## src/rtl/mcdf_rr_arbiter.sv

```systemverilog
// MCDF channel arbiter: priority arbitration with fixed or round-robin tie-break,
// grant locked for one package of 4/8/16/32 beats, then back to IDLE.
module mcdf_rr_arbiter_lane #(
  parameter int PRIO_W = 2
) (
  input  logic              sel_i,
  input  logic              f2a_ack_i,
  input  logic              req_i,
  input  logic [PRIO_W-1:0] prio_i,
  input  logic [PRIO_W-1:0] min_prio_i,
  output logic              ack_o,
  output logic              tie_o
);
  assign ack_o = sel_i & f2a_ack_i;
  assign tie_o = req_i & (prio_i == min_prio_i);
endmodule

module mcdf_rr_arbiter #(
  parameter  int CH_NUM = 4,
  parameter  int DW     = 32,
  parameter  int PRIO_W = 2,
  localparam int ID_W   = $clog2(CH_NUM) + 1
) (
  input  logic                     clk_i,
  input  logic                     rstn_i,
  input  logic                     mode_i,
  input  logic [CH_NUM*PRIO_W-1:0] slv_prio_i,
  input  logic [CH_NUM*3-1:0]      slv_pkglen_i,
  input  logic [CH_NUM*DW-1:0]     slv_data_i,
  input  logic [CH_NUM-1:0]        slv_req_i,
  input  logic [CH_NUM-1:0]        slv_val_i,
  output logic [CH_NUM-1:0]        a2s_ack_o,
  input  logic                     f2a_id_req_i,
  input  logic                     f2a_ack_i,
  output logic                     a2f_val_o,
  output logic [ID_W-1:0]          a2f_id_o,
  output logic [DW-1:0]            a2f_data_o,
  output logic [2:0]               a2f_pkglen_sel_o,
  output logic                     a2f_pkg_done_o
);
  localparam int PTR_W = ID_W - 1;

  typedef enum logic {IDLE, XFER} state_e;

  logic [CH_NUM-1:0][PRIO_W-1:0] prio;
  logic [CH_NUM-1:0][2:0]        pkglen;
  logic [CH_NUM-1:0][DW-1:0]     data;
  assign prio   = slv_prio_i;
  assign pkglen = slv_pkglen_i;
  assign data   = slv_data_i;

  state_e           state_q, state_d;
  logic [ID_W-1:0]  gnt_q, gnt_d;      // all-ones doubles as "no grant"
  logic [2:0]       pkglen_q, pkglen_d;
  logic [5:0]       target_q, target_d;
  logic [5:0]       cnt_q, cnt_d;
  logic [PTR_W-1:0] rr_ptr_q, rr_ptr_d;

  logic              xfer, beat, done;
  logic [PTR_W-1:0]  gnt_idx, win_idx;
  logic [PRIO_W-1:0] min_prio;
  logic [CH_NUM-1:0] tie;

  assign xfer    = (state_q == XFER);
  assign gnt_idx = gnt_q[PTR_W-1:0];

  for (genvar k = 0; k < CH_NUM; k++) begin : g_lane
    mcdf_rr_arbiter_lane #(.PRIO_W(PRIO_W)) u_lane (
      .sel_i      (gnt_q == ID_W'(k)),
      .f2a_ack_i  (f2a_ack_i),
      .req_i      (slv_req_i[k]),
      .prio_i     (prio[k]),
      .min_prio_i (min_prio),
      .ack_o      (a2s_ack_o[k]),
      .tie_o      (tie[k])
    );
  end

  // Winner = requester at minimum priority; tie broken by index or from rr_ptr.
  always_comb begin
    int  idx;
    logic found;
    idx      = 0;
    found    = 1'b0;
    win_idx  = '0;
    min_prio = '1;
    for (int k = 0; k < CH_NUM; k++)
      if (slv_req_i[k] && (prio[k] < min_prio)) min_prio = prio[k];
    for (int off = 0; off < CH_NUM; off++) begin
      idx = mode_i ? int'(rr_ptr_q) + off : off;
      if (idx >= CH_NUM) idx = idx - CH_NUM;
      if (tie[idx] && !found) begin
        win_idx = PTR_W'(idx);
        found   = 1'b1;
      end
    end
  end

  assign a2f_val_o        = xfer & slv_val_i[gnt_idx];
  assign a2f_data_o       = xfer ? data[gnt_idx] : '1;
  assign a2f_id_o         = gnt_q;
  assign a2f_pkglen_sel_o = pkglen_q;
  assign beat             = a2f_val_o & f2a_ack_i;
  assign done             = beat & ((cnt_q + 6'd1) == target_q);
  assign a2f_pkg_done_o   = done;

  always_comb begin
    state_d  = state_q;
    gnt_d    = gnt_q;
    pkglen_d = pkglen_q;
    target_d = target_q;
    cnt_d    = cnt_q;
    rr_ptr_d = rr_ptr_q;
    case (state_q)
      IDLE: if (f2a_id_req_i && |slv_req_i) begin
        state_d  = XFER;
        gnt_d    = {1'b0, win_idx};
        pkglen_d = pkglen[win_idx];
        cnt_d    = '0;
        case (pkglen[win_idx])
          3'd0:    target_d = 6'd4;
          3'd1:    target_d = 6'd8;
          3'd2:    target_d = 6'd16;
          default: target_d = 6'd32;
        endcase
      end
      XFER: begin
        if (beat) cnt_d = cnt_q + 6'd1;
        if (done) begin
          state_d  = IDLE;
          gnt_d    = '1;
          pkglen_d = 3'b111;
          cnt_d    = '0;
          rr_ptr_d = (gnt_idx == PTR_W'(CH_NUM - 1)) ? '0 : gnt_idx + 1'b1;
        end
      end
      default: state_d = IDLE;
    endcase
  end

  always_ff @(posedge clk_i or negedge rstn_i) begin
    if (!rstn_i) begin
      state_q  <= IDLE;
      gnt_q    <= '1;
      pkglen_q <= 3'b111;
      target_q <= '0;
      cnt_q    <= '0;
      rr_ptr_q <= '0;
    end else begin
      state_q  <= state_d;
      gnt_q    <= gnt_d;
      pkglen_q <= pkglen_d;
      target_q <= target_d;
      cnt_q    <= cnt_d;
      rr_ptr_q <= rr_ptr_d;
    end
  end
endmodule

```

## config.mk

```make
export PLATFORM = sky130hd
export DESIGN_NAME = mcdf_rr_arbiter
export DESIGN_NICKNAME = d
export VERILOG_FILES = /design/src/rtl/mcdf_rr_arbiter.sv
export SDC_FILE = /design/constraint.sdc
export NUM_CORES = 1
export LEC_CHECK = 0
export CAP_MARGIN = 20
export CORE_MARGIN = 3
export CORE_UTILIZATION = 32
export CTS_CLUSTER_SIZE = 28
export DETAILED_ROUTE_END_ITERATION = 16
export PLACE_DENSITY = 0.78
export SLEW_MARGIN = 0
export SYNTH_ARGS = -nofsm -noshare
export SYNTH_HDL_FRONTEND = slang
export SYNTH_SLANG_ARGS = --single-unit
```

## constraint.sdc

```tcl
create_clock -name clk_i -period 2.8 [get_ports clk_i]
set_input_delay 0.56 -clock clk_i [delete_from_list [all_inputs] [get_ports clk_i]]
set_output_delay 0.56 -clock clk_i [all_outputs]
set_load 0.03 [all_outputs]
```

==> metrics.yaml <==
status: "finished with violations"
worstPathArrival_ns: 4.32
die_h_um: 100
grt_pass1_wl_um: 18600
slew_headroom_pct: 44.2
cp-start-kind: "primary input"
leakage_nw: 2.39
clk_latency_ns: 0.26
violations: "negative setup slack"
yosys_warnings: 0
regToRegStartpoint: "rr_ptr_q[1]"
rsz0062_at_grt: "true"
finalHoldViolCount: 0
path_class: "primary input to register"
clock_path_buffers: 2
finalCritPeriodShare_pct: 149
avgSynthCellArea_um2: 9.69
finalMaxSlewViolations: 0
timing.final.ws_setup_ns: -1.38
finalSetupViolCount: 9
crit_path_end_kind: "register"
cts_sinks: 19
cts_tree: "done"
powerDensity_mw_per_mm2: 674
ys_ff_latch: 19
synth-simple-area-share_pct: 25.1
wl_per_cell_um: 19.0
skew_ns: 0.00126
tightest_slew_ns: 0.835
start_util_pct: 33.8
numCtsBuffers: 3
layout-drive-gt1-share_pct: 32.0
maxCapViolCount: 0
syn_inst: 294
dpl.hpwl_um: 10100
ir_drop_mv: 0.265
syn_area_mm2: 0.00285
overflow: 0
async_reset_ff_share_pct: 100
dr_total_vias: 3525
clk_pin_slew_ns: 0.07
synth.mux.area_fraction_pct: 30.0
viasPerCell: 5.39
synth-edff-count: 0
grt_max_degree: 36
io_pins: 205
use_met1_pct: 26.0
ys.flop_type: "dfrtp_1"
postCtsHoldBufs: 0
fin_nets: 717
hp-class: "register to register"
dp_cells: 633
grt_most_used_layer: "met2"
fp.dieW_um: 100
cp_max_fo: 6
synthTopCellsByArea: "mux4_2 (26%), dfrtp_1 (11%), nand2b_1 (8.8%), dfstp_2 (5.5%), ha_1 (3.5%)"
place_congestion: 0.950
drc: 0
first_pass_iters: 4
crit_start: "slv_req_i[0]"
yosys.cell_types.count: 58
first_iter_violations: 161
synth_top_area_cell: "mux4_2"
dpl_cell_area_mm2: 0.00539
ant_nets: 0
root_buffer: "clkbuf_8"
h-tree-depth: 1
use_met2_pct: 44.9
synth_top_area_share_pct: 26.1
yosysMostFrequentCell: "nand2b_1"
syn_to_final_growth_pct: 99.0
fp-row-count: 33
drt_wl_total_um: 12400
worstHoldStart: "a2f_id_o[2]"
cp.required_ns: 2.95
grt_pass1_vias: 3667
fmax_ghz: 0.239
post_synth_fa_ha_maj_area_fraction_pct: 3.51
synth_xor_area_share_pct: 2.77
finalInstanceArea_mm2: 0.00567
use_met3_pct: 3.13
coreArea_mm2: 0.00842
synthTopCellsByCount: "nand2b_1 (40), mux4_2 (33), nand2_1 (24)"
synth-seq-area-share_pct: 16.9
synth_top_family_by_area: "multiplexers"
antenna_found_initial: 1
period_minus_slack_ns: 4.18
fin_cells: 654
track_usage_pct: 23.3
dieArea_mm2: 0.0101
synth_compound_area_share_pct: 17.5
synth_nets: 463
portBuffers: 204
[routing by layer]
metal | share of wire [%] | routed length [um]
met5 | 0 | 0
met2 | 54 | 6740
met3 | 6.7 | 838
met1 | 35 | 4390
met4 | 3.8 | 467
[power breakdown]
part	switching [W]	internal (W)	total, W
clock network	0.0000900	0.000101	0.000191
registers	0.000132	0.000406	0.000538
logic	0.00157	0.00153	0.00310
total	0.00179	0.00203	0.00383
[area by class of cell]
cell class / count / area [um2]
Sequential cell: 19 / 483
Fill cell: 680 / 2750
Clock buffer: 4 / 45.0
Multi-Input combinational cell: 248 / 2470
Inverter: 10 / 37.5
Tap cell: 105 / 131
Timing Repair Buffer: 266 / 2500
Antenna cell: 2 / 5.00
[cell families (layout without fill, tap and decap cells)]
kind of cell,count (synthesis),count (layout)
flip-flops,19,19
multiplexers,41,41
buffers and inverters,27,280
XOR/XNOR,9,9
other,0,2
adder cells (fa/ha/maj),8,8
AND/OR/NAND/NOR,129,129
AO/OA/AOI/OAI,61,61
[sequential cells by signal, indices dropped and copies added (netlist names)]
| register | cells |
|---|---|
| a2f_id_o | 3 |
| a2f_pkglen_sel_o | 3 |
| cnt_q | 6 |
| rr_ptr_q | 2 |
| state_q | 1 |
| target_q | 4 |
[layout by cell type (no fill, tap or decap), types with 4 or more instances in the layout]
master           count
o21ai_0             11
dlygate4sd2_1       30
o21ai_2              4
xor2_1               8
inv_1                8
nand2_1             23
nand3_1              7
mux4_2              35
a21oi_2              4
nand2b_1            37
buf_6                5
and2_1               8
dfstp_2              6
ha_1                 6
dfrtp_1             13
clkdlybuf4s50_1    160
nor2_1              16
buf_4               62
nor3_2               4
a21oi_1              5
[per-stage QoR]
step	setup WS, ns	total power, W	hold slack [ns]	util [%]	setup TNS, ns
2_1_floorplan	-1.40	0.00241	0.264	-	-10.93
3_3_place_gp	-1.97	0.00355	0.466	64.0	-16.60
3_5_place_dp	-2.14	0.00361	0.474	64.0	-17.98
4_1_cts	-1.29	0.00372	0.483	65.7	-10.18
5_1_grt	-1.51	0.00408	0.501	67.4	-12.48
6_report	-1.38	0.00383	0.478	67.4	-11.19
[path summary, 6_finish.rpt]
check,slack (ns),depth (start not counted),endpoint
setup / recovery,-1.38,19,target_q[4]
hold / removal,0.48,2,a2f_id_o[2]
setup reg to reg,0.24,10,target_q[4]
hold reg to reg,0.48,2,a2f_id_o[2]
max in group asynchronous,1.51,1,cnt_q[4]
min in group asynchronous,0.78,1,target_q[5]
[critical path, cell delays in order]
cell and delay (ns):
buf_6 0.09, nor2b_4 0.12, nand2b_4 0.15, ha_4 0.30
o2111ai_4 0.14, a21o_1 0.22, nand2_2 0.07, inv_2 0.04
ha_4 0.16, nor3b_4 0.30, buf_4 0.18, a2111oi_4 0.04
a311oi_4 0.40, nand3_2 0.13, mux2i_2 0.21, o21ai_2 0.11
o211ai_4 0.24, mux4_2 0.57, a32o_2 0.27
[timing repair]
item	in CTS	in global routing
buffers inserted	10	4
resized for setup	68	17
endpoints found under the hold margin	0	0
endpoints found under the setup margin	37	22
pin swaps	22	14
cloned	0	1
No activity file was read; power rests on OpenSTA's default activity.
